File: src/rtl/csr_walker_pkg.sv
// Shared types for the CSR scratch walker: function-table entry, FSM states,
// index-width helper and the per-entry write pattern.
package csr_walker_pkg;

    localparam int CSR_ADDR_W = 32;

    typedef struct packed {
        logic [2:0]            pf;
        logic [10:0]           vf;
        logic                  vfa;
        logic [CSR_ADDR_W-1:0] scratch_addr;
    } t_func_entry;

    typedef enum logic [2:0] {
        ST_IDLE,
        ST_WR,
        ST_RD,
        ST_WAIT_RSP,
        ST_CHECK,
        ST_NEXT,
        ST_DONE
    } t_walk_state;

    // A single-entry range still needs a one-bit index.
    function automatic int idx_width(input int n);
        return (n > 1) ? $clog2(n) : 1;
    endfunction

    // SEED plus {link, idx} zero-extended; idx occupies the low idx_w bits.
    function automatic logic [63:0] walk_pattern(input logic [63:0] seed,
                                                 input logic [15:0] link,
                                                 input logic [15:0] idx,
                                                 input int          idx_w);
        return seed + ((64'(link) << idx_w) | 64'(idx));
    endfunction

endpackage

File: src/rtl/csr_scratch_walker_if.sv
// Table lookup, MMIO request and read-completion signals of the scratch walker.
// master = walker side, slave = function table / MMIO fabric side.
interface csr_scratch_walker_if
    import csr_walker_pkg::*;
#(
    parameter int NUM_LINKS = 1,
    parameter int NUM_FUNCS = 8,
    parameter int DATA_W    = 64,
    parameter int ADDR_W    = 32
);
    localparam int LINK_W = idx_width(NUM_LINKS);
    localparam int IDX_W  = idx_width(NUM_FUNCS);

    logic [LINK_W-1:0] tbl_link;
    logic [IDX_W-1:0]  tbl_idx;
    t_func_entry       tbl_entry;

    logic              req_valid;
    logic              req_ready;
    logic              req_write;
    logic [LINK_W-1:0] req_link;
    logic [2:0]        req_pf;
    logic [10:0]       req_vf;
    logic              req_vfa;
    logic [ADDR_W-1:0] req_addr;
    logic [DATA_W-1:0] req_wdata;

    logic              rsp_valid;
    logic [DATA_W-1:0] rsp_rdata;

    modport master (
        output tbl_link, tbl_idx,
        output req_valid, req_write, req_link, req_pf, req_vf, req_vfa, req_addr, req_wdata,
        input  tbl_entry, req_ready, rsp_valid, rsp_rdata
    );

    modport slave (
        input  tbl_link, tbl_idx,
        input  req_valid, req_write, req_link, req_pf, req_vf, req_vfa, req_addr, req_wdata,
        output tbl_entry, req_ready, rsp_valid, rsp_rdata
    );

endinterface

File: src/rtl/csr_walker_timeout.sv
// Response wait counter: cleared by load, advanced by tick; expired flags the
// final allowed wait cycle (count == TIMEOUT_CYC-1), combinationally.
module csr_walker_timeout #(
    parameter  int TIMEOUT_CYC = 1024,
    localparam int CNT_W       = $clog2(TIMEOUT_CYC)
) (
    input  logic clk,
    input  logic rst,
    input  logic load,
    input  logic tick,
    output logic expired
);

    logic [CNT_W-1:0] cnt_q;

    always_ff @(posedge clk) begin
        if (rst) begin
            cnt_q <= '0;
        end else if (load) begin
            cnt_q <= '0;
        end else if (tick) begin
            cnt_q <= cnt_q + CNT_W'(1);
        end
    end

    assign expired = (cnt_q == CNT_W'(TIMEOUT_CYC - 1));

endmodule

File: src/rtl/csr_scratch_walker.sv
// Walks every link/function scratch register: write a pattern, read it back, tally matches.
// One request in flight; WR/RD hold fields stable until req_ready; reads wait up to TIMEOUT_CYC cycles.
module csr_scratch_walker
    import csr_walker_pkg::*;
#(
    parameter  int          NUM_LINKS   = 1,
    parameter  int          NUM_FUNCS   = 8,
    parameter  int          DATA_W      = 64,
    parameter  int          ADDR_W      = 32,
    parameter  int          TIMEOUT_CYC = 1024,
    parameter  logic [63:0] SEED        = 64'hA5A5_0000_0000_0000,
    localparam int          LINK_W      = idx_width(NUM_LINKS),
    localparam int          IDX_W       = idx_width(NUM_FUNCS)
) (
    input  logic                 clk,
    input  logic                 rst,
    input  logic                 start,
    csr_scratch_walker_if.master bus,
    output logic                 busy,
    output logic                 done,
    output logic [15:0]          pass_cnt,
    output logic [15:0]          fail_cnt,
    output logic                 timeout_seen,
    output logic [LINK_W-1:0]    first_fail_link,
    output logic [IDX_W-1:0]     first_fail_idx
);

    t_walk_state       state_q, state_d;
    logic [LINK_W-1:0] link_q;
    logic [IDX_W-1:0]  idx_q;
    logic [DATA_W-1:0] rdata_q;
    logic [63:0]       pattern_full;
    logic [DATA_W-1:0] pattern;
    logic              req_valid, req_write;
    logic              tmo_load, tmo_tick, tmo_expired;
    logic              pass_evt, fail_evt, last_idx, last_link;

    assign pattern_full = walk_pattern(SEED, 16'(link_q), 16'(idx_q), IDX_W);
    assign pattern      = pattern_full[DATA_W-1:0];
    assign last_idx     = (idx_q == IDX_W'(NUM_FUNCS - 1));
    assign last_link    = (link_q == LINK_W'(NUM_LINKS - 1));

    csr_walker_timeout #(.TIMEOUT_CYC(TIMEOUT_CYC)) u_timeout (
        .clk     (clk),
        .rst     (rst),
        .load    (tmo_load),
        .tick    (tmo_tick),
        .expired (tmo_expired)
    );

    always_ff @(posedge clk) begin
        if (rst) begin
            state_q <= ST_IDLE;
        end else begin
            state_q <= state_d;
        end
    end

    always_comb begin
        state_d   = state_q;
        req_valid = 1'b0;
        req_write = 1'b0;
        busy      = 1'b1;
        done      = 1'b0;
        tmo_load  = 1'b0;
        tmo_tick  = 1'b0;
        pass_evt  = 1'b0;
        fail_evt  = 1'b0;
        case (state_q)
            ST_IDLE: begin
                busy = 1'b0;
                if (start) state_d = ST_WR;
            end
            ST_WR: begin
                req_valid = 1'b1;
                req_write = 1'b1;
                if (bus.req_ready) state_d = ST_RD;
            end
            ST_RD: begin
                req_valid = 1'b1;
                if (bus.req_ready) begin
                    tmo_load = 1'b1;
                    state_d  = ST_WAIT_RSP;
                end
            end
            ST_WAIT_RSP: begin
                // A response on the last allowed cycle still wins over the timeout.
                if (bus.rsp_valid) begin
                    state_d = ST_CHECK;
                end else if (tmo_expired) begin
                    fail_evt = 1'b1;
                    state_d  = ST_NEXT;
                end else begin
                    tmo_tick = 1'b1;
                end
            end
            ST_CHECK: begin
                pass_evt = (rdata_q == pattern);
                fail_evt = (rdata_q != pattern);
                state_d  = ST_NEXT;
            end
            ST_NEXT: begin
                state_d = (last_idx && last_link) ? ST_DONE : ST_WR;
            end
            ST_DONE: begin
                done    = 1'b1;
                state_d = ST_IDLE;
            end
            default: state_d = ST_IDLE;
        endcase
    end

    always_ff @(posedge clk) begin
        if (rst) begin
            link_q          <= '0;
            idx_q           <= '0;
            rdata_q         <= '0;
            pass_cnt        <= '0;
            fail_cnt        <= '0;
            timeout_seen    <= 1'b0;
            first_fail_link <= '0;
            first_fail_idx  <= '0;
        end else begin
            if (state_q == ST_IDLE && start) begin
                link_q          <= '0;
                idx_q           <= '0;
                pass_cnt        <= '0;
                fail_cnt        <= '0;
                timeout_seen    <= 1'b0;
                first_fail_link <= '0;
                first_fail_idx  <= '0;
            end
            if (state_q == ST_WAIT_RSP && bus.rsp_valid) begin
                rdata_q <= bus.rsp_rdata;
            end
            if (state_q == ST_WAIT_RSP && fail_evt) begin
                timeout_seen <= 1'b1;
            end
            if (pass_evt && pass_cnt != 16'hFFFF) begin
                pass_cnt <= pass_cnt + 16'd1;
            end
            if (fail_evt) begin
                if (fail_cnt == 16'h0) begin
                    first_fail_link <= link_q;
                    first_fail_idx  <= idx_q;
                end
                if (fail_cnt != 16'hFFFF) begin
                    fail_cnt <= fail_cnt + 16'd1;
                end
            end
            if (state_q == ST_NEXT) begin
                if (last_idx) begin
                    idx_q  <= '0;
                    link_q <= last_link ? '0 : link_q + LINK_W'(1);
                end else begin
                    idx_q <= idx_q + IDX_W'(1);
                end
            end
        end
    end

    assign bus.tbl_link  = link_q;
    assign bus.tbl_idx   = idx_q;
    assign bus.req_valid = req_valid;
    assign bus.req_write = req_write;
    assign bus.req_link  = link_q;
    assign bus.req_pf    = bus.tbl_entry.pf;
    assign bus.req_vf    = bus.tbl_entry.vf;
    assign bus.req_vfa   = bus.tbl_entry.vfa;
    assign bus.req_addr  = ADDR_W'(bus.tbl_entry.scratch_addr);
    assign bus.req_wdata = pattern;

endmodule

File: src/flat_wrapper.sv
// flat-port wrapper written by rule: the top's interface ports become plain ports
module csr_scratch_walker_flat import csr_walker_pkg::*;
#(
    parameter  int          NUM_LINKS   = 1,
    parameter  int          NUM_FUNCS   = 8,
    parameter  int          DATA_W      = 64,
    parameter  int          ADDR_W      = 32,
    parameter  int          TIMEOUT_CYC = 1024,
    parameter  logic [63:0] SEED        = 64'hA5A5_0000_0000_0000,
    localparam int          LINK_W      = idx_width(NUM_LINKS),
    localparam int          IDX_W       = idx_width(NUM_FUNCS)
)
  (clk, rst, start, busy, done, pass_cnt, fail_cnt, timeout_seen, first_fail_link, first_fail_idx, bus_tbl_link, bus_tbl_idx, bus_req_valid, bus_req_write, bus_req_link, bus_req_pf, bus_req_vf, bus_req_vfa, bus_req_addr, bus_req_wdata, bus_tbl_entry, bus_req_ready, bus_rsp_valid, bus_rsp_rdata);
  csr_scratch_walker_if #(.NUM_LINKS(NUM_LINKS), .NUM_FUNCS(NUM_FUNCS), .DATA_W(DATA_W), .ADDR_W(ADDR_W)) bus_i ();
  input  logic clk;
  input  logic rst;
  input  logic start;
  output logic busy;
  output logic done;
  output logic [15:0] pass_cnt;
  output logic [15:0] fail_cnt;
  output logic timeout_seen;
  output logic [LINK_W-1:0] first_fail_link;
  output logic [IDX_W-1:0] first_fail_idx;
  output wire logic [$bits(bus_i.tbl_link)-1:0] bus_tbl_link;
  output wire logic [$bits(bus_i.tbl_idx)-1:0] bus_tbl_idx;
  output wire logic [$bits(bus_i.req_valid)-1:0] bus_req_valid;
  output wire logic [$bits(bus_i.req_write)-1:0] bus_req_write;
  output wire logic [$bits(bus_i.req_link)-1:0] bus_req_link;
  output wire logic [$bits(bus_i.req_pf)-1:0] bus_req_pf;
  output wire logic [$bits(bus_i.req_vf)-1:0] bus_req_vf;
  output wire logic [$bits(bus_i.req_vfa)-1:0] bus_req_vfa;
  output wire logic [$bits(bus_i.req_addr)-1:0] bus_req_addr;
  output wire logic [$bits(bus_i.req_wdata)-1:0] bus_req_wdata;
  input wire logic [$bits(bus_i.tbl_entry)-1:0] bus_tbl_entry;
  input wire logic [$bits(bus_i.req_ready)-1:0] bus_req_ready;
  input wire logic [$bits(bus_i.rsp_valid)-1:0] bus_rsp_valid;
  input wire logic [$bits(bus_i.rsp_rdata)-1:0] bus_rsp_rdata;
  assign bus_tbl_link = bus_i.tbl_link;
  assign bus_tbl_idx = bus_i.tbl_idx;
  assign bus_req_valid = bus_i.req_valid;
  assign bus_req_write = bus_i.req_write;
  assign bus_req_link = bus_i.req_link;
  assign bus_req_pf = bus_i.req_pf;
  assign bus_req_vf = bus_i.req_vf;
  assign bus_req_vfa = bus_i.req_vfa;
  assign bus_req_addr = bus_i.req_addr;
  assign bus_req_wdata = bus_i.req_wdata;
  assign bus_i.tbl_entry = bus_tbl_entry;
  assign bus_i.req_ready = bus_req_ready;
  assign bus_i.rsp_valid = bus_rsp_valid;
  assign bus_i.rsp_rdata = bus_rsp_rdata;
  csr_scratch_walker #(.NUM_LINKS(NUM_LINKS), .NUM_FUNCS(NUM_FUNCS), .DATA_W(DATA_W), .ADDR_W(ADDR_W), .TIMEOUT_CYC(TIMEOUT_CYC), .SEED(SEED)) u_core (.clk(clk), .rst(rst), .start(start), .bus(bus_i), .busy(busy), .done(done), .pass_cnt(pass_cnt), .fail_cnt(fail_cnt), .timeout_seen(timeout_seen), .first_fail_link(first_fail_link), .first_fail_idx(first_fail_idx));
endmodule
File: config.mk
export PLATFORM = sky130hd
export DESIGN_NAME = csr_scratch_walker_flat
export DESIGN_NICKNAME = d
export VERILOG_FILES = /design/src/rtl/csr_walker_pkg.sv /design/src/rtl/csr_scratch_walker_if.sv /design/src/rtl/csr_walker_timeout.sv /design/src/rtl/csr_scratch_walker.sv /design/src/flat_wrapper.sv
export SDC_FILE = /design/constraint.sdc
export NUM_CORES = 1
export LEC_CHECK = 0
export CORE_MARGIN = 8
export CORE_UTILIZATION = 43
export DETAILED_ROUTE_END_ITERATION = 16
export PLACE_DENSITY = 0.91
export SLEW_MARGIN = 5
export SYNTH_ARGS = -nofsm -noshare
export SYNTH_HDL_FRONTEND = slang
export SYNTH_HIERARCHICAL = 1
export SYNTH_SLANG_ARGS = --single-unit
File: constraint.sdc
create_clock -name clk -period 2.7 [get_ports clk]
set_input_delay 0.675 -clock clk [delete_from_list [all_inputs] [get_ports clk]]
set_output_delay 0.675 -clock clk [all_outputs]
set_load 0.02 [all_outputs]
==> results of run 1 <==
## worst min path at each step
stage | end | cells past startpoint
after CTS | u_core/rdata_q[27] | 2
after global routing | u_core/rdata_q[52] | 2
final | u_core/rdata_q[12] | 2
after global placement | u_core/rdata_q[28] | 2
after floorplan | u_core/rdata_q[53] | 2
after detailed placement | u_core/rdata_q[27] | 2
## power by group through the flow
stage	logic (mW)	clock network, mW	registers [mW]
6_report	0.841	2.11	1.89
5_1_grt	0.918	2.24	1.90
4_1_cts	0.837	2.17	1.89
3_5_place_dp	0.833	0	1.92
3_3_place_gp	0.819	0	1.92
2_1_floorplan	0.715	0	1.88
## state kept, by name (all words and copies together), names as in the netlist
signal                  flops
u_core/bus.tbl_idx          3
u_core/state_q              3
u_core/u_timeout/cnt_q     10
u_core/first_fail_link      1
u_core/first_fail_idx       3
u_core/bus.req_link         1
u_core/fail_cnt            16
u_core/pass_cnt            16
u_core/timeout_seen         1
u_core/rdata_q             64
## cell usage in the layout (no fill, tap or decap), types with 5 or more instances in the layout
| master | n |
|---|---|
| a21oi_1 | 93 |
| o21ai_0 | 31 |
| ha_1 | 6 |
| and3_1 | 5 |
| nand3b_1 | 7 |
| xor2_1 | 6 |
| inv_1 | 8 |
| nor4_1 | 20 |
| clkbuf_16 | 17 |
| clkdlybuf4s50_1 | 116 |
| nand4_1 | 11 |
| nor3_1 | 16 |
| buf_4 | 21 |
| conb_1 | 60 |
| nand2_1 | 181 |
| nor2_1 | 26 |
| nor4b_1 | 8 |
| nand3_1 | 22 |
| nand2b_1 | 7 |
| xnor2_1 | 6 |
| dfxtp_1 | 117 |
| clkinvlp_4 | 5 |
| or3_1 | 8 |
## layout make-up
cell class                      instances  area share
Multi-Input combinational cell        586       0.406
Timing Repair Buffer                  140       0.179
Clock buffer                           17      0.0555
Tap cell                              184      0.0301
Inverter                                8     0.00392
Sequential cell                       118       0.309
Clock inverter                         15      0.0172
## through the flow
stage	util	cells
3_5_place_dp	0.491	1036
3_3_place_gp	0.491	1036
5_1_grt	0.531	1068
6_report	0.531	1068
4_1_cts	0.530	1068
2_1_floorplan	-	861
## metal layers
| metal | vias up | track usage | routed length (um) |
|---|---|---|---|
| li1 | 2719 | - | - |
| met1 | 2587 | 0.213 | 6950 |
| met2 | 201 | 0.273 | 7750 |
| met3 | 45 | 0.0433 | 1100 |
| met4 | 0 | 0.0839 | 417 |
| met5 | - | 0 | 0 |
## timing repair
action,4_1_cts,5_1_grt
resized for setup,1,3
cloned,0,0
endpoints found under the setup margin,1,8
## critical path, cell delays in order, from the launching register on
cell and delay [ns]:
dfxtp_2 0.49, xor2_1 0.17, nand2b_1 0.13, inv_1 0.09, clkdlybuf4s50_1 0.61
## cell families (layout without fill, tap and decap cells)
family,after synthesis,in the layout,synth area share
AOI/OAI and AO/OA,147,147,0.129
xor gates and xnor gates,12,12,0.0167
adders and majority gates,6,6,0.0119
buffers and inverters,157,180,0.168
DFF,118,118,0.375
muxes,3,3,0.00556
other,2,60,0.00119
and+or+nand+nor,358,358,0.292
==> summary.md, run 1 <==
| Metric | Value |
|---|---|
| Status | `complete, no violations` |
| Initial antenna violation count | `0` |
| Setup WS post-layout | `0.114 ns` |
| WP data arrival | `1.91 ns` |
| Htree depth | `4` |
| Fin area | `7660 sq um` |
| Starting Density | `0.437` |
| Fin Setup TNS | `0 ns` |
| Unrepaired setup endpoints after global routing | `false` |
| Placer Congestion | `0.842` |
| Num ports | `273` |
| CTS root buf | `clkbuf_16` |
| # port buffers | `118` |
| Hold_buf cts | `0` |
| Ys async rst share | `0` |
| Pre-antenna DRT Iters | `5` |
| Area leader, netlist | `dfxtp_1` |
| GR Util All Layers | `0.172` |
| Initial drt markers | `472` |
| Sink Count | `118` |
| Die width | `137 um` |
| Min Clock Period, post-route | `2.59 ns` |
| Post-Place Setup Slack | `0.141 ns` |
| Maximum VDD drop | `0.000384 V` |
| Avg Synthesized Cell Area | `7.84 sq um` |
| Syn Inst Count | `803` |
| Top cells by area, synth | `dfxtp_1 (38%), buf_4 (14%), nand2_1 (11%), a21oi_1 (7.4%), o21ai_0 (2.5%)` |
| Register area | `2360 sq um` |
| Clock slew at reported path FFs | `0.05 ns` |
| Total CTS buffers | `17` |
| Design Power | `4.85 mW` |
| Flop pwr share | `0.390` |
| R2R Setup Slk | `0.20 ns` |
| Setup CP Type | `reg2out` |
| Largest net degree at the start of global routing | `65` |
| Max Cap Violations | `0` |
| Int Power | `3.42 mW` |
| Synth-to-layout area growth | `21.7%` |
| Hold Startpoint | `u_core/rdata_q[12]` |
| Dpl cell area | `7090 sq um` |
| DP HPWL | `11800 um` |
| DIE HEIGHT | `137 um` |
| DR WL/cell | `15.2 um` |
| Yosys top cell area share | `0.375` |
| P_sw | `1.43 mW` |
| Register area share after synthesis | `0.375` |
| Final Hold Vio Count | `0` |
| TritonCTS clock tree | `done` |
| Setup crit start kind | `flop` |
| Hold_ws | `0.451 ns` |
| Post-CTS Setup Inserts | `0` |
| # DRC | `0` |
| Total core area | `14400 sq um` |
| Count of nets after finishing | `993` |
| Vias | `5552` |
| Crit path from | `u_core/state_q[1]` |
| Most frequent cell after synthesis | `nand2_1` |
| Die ar. | `18800 sq um` |
| Cell area after synthesis | `6300 sq um` |
| Clock share of power | `0.436` |
| R2R cell count | `8` |
| Ant diodes | `0` |
| Multi-input gate area | `3110 sq um` |
| Final Setup Violations | `0` |
| CP endpoint | `bus_req_valid` |
| Yosys cell types | `65` |
| CP Capture Type | `output port` |
| Fillcell total | `1329` |
| Largest fanout on the critical path | `16` |
| Pleak | `2.72 nW` |
| Synthesis Warnings | `6` |
| Vias in the first global route | `5245` |
| GRT overflow | `0` |
| Final slew viol count | `0` |
| Ys flop type | `dfxtp_1` |
| Global-route wire length before repair | `25700 um` |
| Clk_lat worst skew | `0.42 ns` |
| Gate power share | `0.173` |
| Share of post-route cells with drive strength above 1 | `0.0939` |
| # rows | `44` |
| PwrDens | `633 nW/um^2` |
| Yosys reg bits | `118` |
| Post-Route WL | `16200 um` |
| Synth top cells by count | `nand2_1 (181), dfxtp_1 (118), buf_4 (114), a21oi_1 (93), o21ai_0 (31)` |
| Hold Crit Class | `reg2reg` |
| Switching share of power | `0.295` |
| Bufs on Longest Clock Path | `2` |
| RR Startpoint | `u_core/u_timeout/cnt_q[0]` |
| Post-DRT Antenna Nets | `0` |
| DR vias/cell | `5.20` |
| Number of synthesized flops with an enable pin | `0` |
| Critical Path RT | `2.03 ns` |
| RR Endpoint | `u_core/fail_cnt[3]` |
| Clock Skew | `0.00785 ns` |
| Fmax | `0.387 GHz` |
| Final period util | `0.958` |
(Power assumes the default switching activity.)
==> inputs of run 2 (changes only) <==
--- a/config.mk
+++ b/config.mk
@@ -5,7 +5,6 @@
 export SDC_FILE = /design/constraint.sdc
 export NUM_CORES = 1
 export LEC_CHECK = 0
-export CORE_MARGIN = 8
 export CORE_UTILIZATION = 43
 export DETAILED_ROUTE_END_ITERATION = 16
 export PLACE_DENSITY = 0.91
==> summary.md, run 2 (synthesized netlist as in run 1, its figures left out) <==
| Metric | Value |
|---|---|
| Max reg flops | `64 (unchanged)` |
| Multi-input gate area | `3110 sq um (about the same)` |
| Hold_buf cts | `0 (unchanged)` |
| TritonCTS clock tree | `done (unchanged)` |
| Post-Layout Cell Count | `1061 (was 1068)` |
| Slowest CP cell | `clkdlybuf4s50_1 (unchanged)` |
| Starting Density | `0.447 (was 0.437)` |
| Final Setup Violations | `0 (unchanged)` |
| Fin Setup TNS | `0 ns (unchanged)` |
| Setup crit start kind | `flop (unchanged)` |
| Final slew viol count | `0 (unchanged)` |
| Max Cap Violations | `0 (unchanged)` |
| # port buffers | `118 (unchanged)` |
| Fillcell total | `1281 (was 1329)` |
| Vias in the first global route | `5019 (was 5245)` |
| Hold_ws | `0.456 ns (was 0.451 ns)` |
| Critical Path RT | `2.03 ns (about the same)` |
| Unrepaired setup endpoints after global routing | `false (unchanged)` |
| CP Capture Type | `output port (unchanged)` |
| GR Util All Layers | `0.205 (was 0.172)` |
| Hold Crit Class | `reg2reg (unchanged)` |
| Final Hold Vio Count | `0 (unchanged)` |
| Placer Congestion | `0.820 (was 0.842)` |
| Count of nets after finishing | `990 (was 993)` |
| CP Cell Sequence | `xor2_1 > nand2b_1 > inv_1 > clkdlybuf4s50_1 (unchanged)` |
| Register area | `2360 sq um (unchanged)` |
| Setup CP Type | `reg2out (unchanged)` |
| Most frequent cells in the layout | `nand2_1 (181), dfxtp_1 (117), clkdlybuf4s50_1 (116) (unchanged)` |
| Largest fanout on the critical path | `16 (unchanged)` |
| Num ports | `273 (unchanged)` |
| Ant diodes | `0 (unchanged)` |
| Biggest register | `u_core/rdata_q (unchanged)` |
| Clock slew at reported path FFs | `0.06 ns (was 0.05 ns)` |
| Maximum VDD drop | `0.000405 V (was 0.000384 V)` |
| Initial antenna violation count | `0 (unchanged)` |
| Initial drt markers | `391 (was 472)` |
| Global-route wire length before repair | `24100 um (was 25700 um)` |
| Min Clock Period, post-route | `2.58 ns (was 2.59 ns)` |
| Final period util | `0.955 (was 0.958)` |
| Design Power | `5.12 mW (was 4.85 mW)` |
| Die width | `123 um (was 137 um)` |
| Commonest non-fill, non-tap cell in the layout | `nand2_1 (unchanged)` |
| Status | `complete, no violations (unchanged)` |
| Die ar. | `15100 sq um (was 18800 sq um)` |
| Share of post-route cells with drive strength above 1 | `0.0908 (was 0.0939)` |
| DIE HEIGHT | `123 um (was 137 um)` |
| Critical Path Max Stage Delay | `0.60 ns (was 0.61 ns)` |
| Post-CTS Setup Inserts | `0 (unchanged)` |
| Bufs on Longest Clock Path | `2 (unchanged)` |
| DR WL/cell | `14.1 um (was 15.2 um)` |
| Clock Skew | `0.00849 ns (was 0.00785 ns)` |
| GRT overflow | `0 (unchanged)` |
| Largest net degree at the start of global routing | `65 (unchanged)` |
| Dpl cells | `1029 (was 1036)` |
| DP HPWL | `10600 um (was 11800 um)` |
| # rows | `43 (was 44)` |
| PwrDens | `664 nW/um^2 (was 633 nW/um^2)` |
| Fmax | `0.388 GHz (was 0.387 GHz)` |
| Synth-to-layout area growth | `22.6% (was 21.7%)` |
| # DRC | `0 (unchanged)` |
| Htree depth | `4 (unchanged)` |
| Vias | `5519 (was 5552)` |
| DR vias/cell | `5.20 (about the same)` |
| Total core area | `14100 sq um (was 14400 sq um)` |
| Total CTS buffers | `17 (unchanged)` |
| Top flop regs | `u_core/rdata_q (64), u_core/fail_cnt (16), u_core/pass_cnt (16) (unchanged)` |
| Pleak | `2.74 nW (was 2.72 nW)` |
| Pre-antenna DRT Iters | `5 (unchanged)` |
| Post-DRT Antenna Nets | `0 (unchanged)` |
| Post-Route WL | `14900 um (was 16200 um)` |
| Clk_lat worst skew | `0.42 ns (about the same)` |
| WP data arrival | `1.90 ns (was 1.91 ns)` |
| Sink Count | `118 (unchanged)` |
| CTS root buf | `clkbuf_16 (unchanged)` |
-- run 2: cell count changes in the layout (fill, tap and decap cells not counted), sizes merged --
| cell | previous run | this run |
|---|---|---|
| inv | 11 | 8 |
| buf | 23 | 20 |
| clkinvlp | 5 | 4 |
| clkinv | 6 | 3 |
| clkbuf | 17 | 21 |
| bufinv | 1 | 4 |
-- run 2: path summary, 6_finish.rpt --
kind | start | end | slack, ns | cells after the start
worst min-delay path | u_core/rdata_q[27] | u_core/rdata_q[27] | 0.46 | 2
worst min register to register | u_core/rdata_q[27] | u_core/rdata_q[27] | 0.46 | 2
worst max-delay path | u_core/state_q[1] | bus_req_valid | 0.12 | 4
worst max register to register | u_core/u_timeout/cnt_q[0] | u_core/fail_cnt[3] | 0.26 | 8
-- run 2: critical path, delay by kind of cell (launching register included) --
kind                   cells  cell delay (ns)
buffers and inverters      2             0.69
flip-flops                 1             0.49
XOR/XNOR                   1             0.19
AND/OR/NAND/NOR            1             0.12
-- run 2: stage by stage --
step	setup slack (ns)	cell area (sq um)	util
floorplan	0.502	6510	-
global placement	0.215	7060	0.501
detailed placement	0.149	7060	0.501
CTS	0.0189	7710	0.547
global route	0.0398	7720	0.547
finish	0.123	7720	0.547
-- run 2: where the power goes --
| part | internal (mW) | leakage [nW] | switching, mW |
|---|---|---|---|
| Sequential | 1.81 | 0.952 | 0.0776 |
| Clock | 1.62 | 0.302 | 0.802 |
| Combinational | 0.332 | 1.49 | 0.481 |
| Total | 3.76 | 2.74 | 1.36 |
-- run 2: area by class of cell --
| cell class | count | share of cell area |
|---|---|---|
| flip-flops and latches | 118 | 0.306 |
| repair buffers | 137 | 0.175 |
| inverters | 8 | 0.00389 |
| clock inverters | 11 | 0.0224 |
| well taps | 180 | 0.0292 |
| multi-input cells | 586 | 0.403 |
| clock buffers | 21 | 0.0610 |
-- run 2: routing by layer --
metal | routed length [um] | up-vias | track usage
met4 | 182 | 0 | 0.0678
met1 | 6430 | 2558 | 0.252
li1 | - | 2719 | -
met3 | 952 | 24 | 0.0600
met2 | 7360 | 218 | 0.342
met5 | 0 | - | 0
-- run 2: what timing repair did --
| action | in CTS | in global routing |
|---|---|---|
| endpoints found under the setup margin | 1 | 7 |
| gates cloned | 0 | 0 |
| gates resized for setup | 1 | 4 |
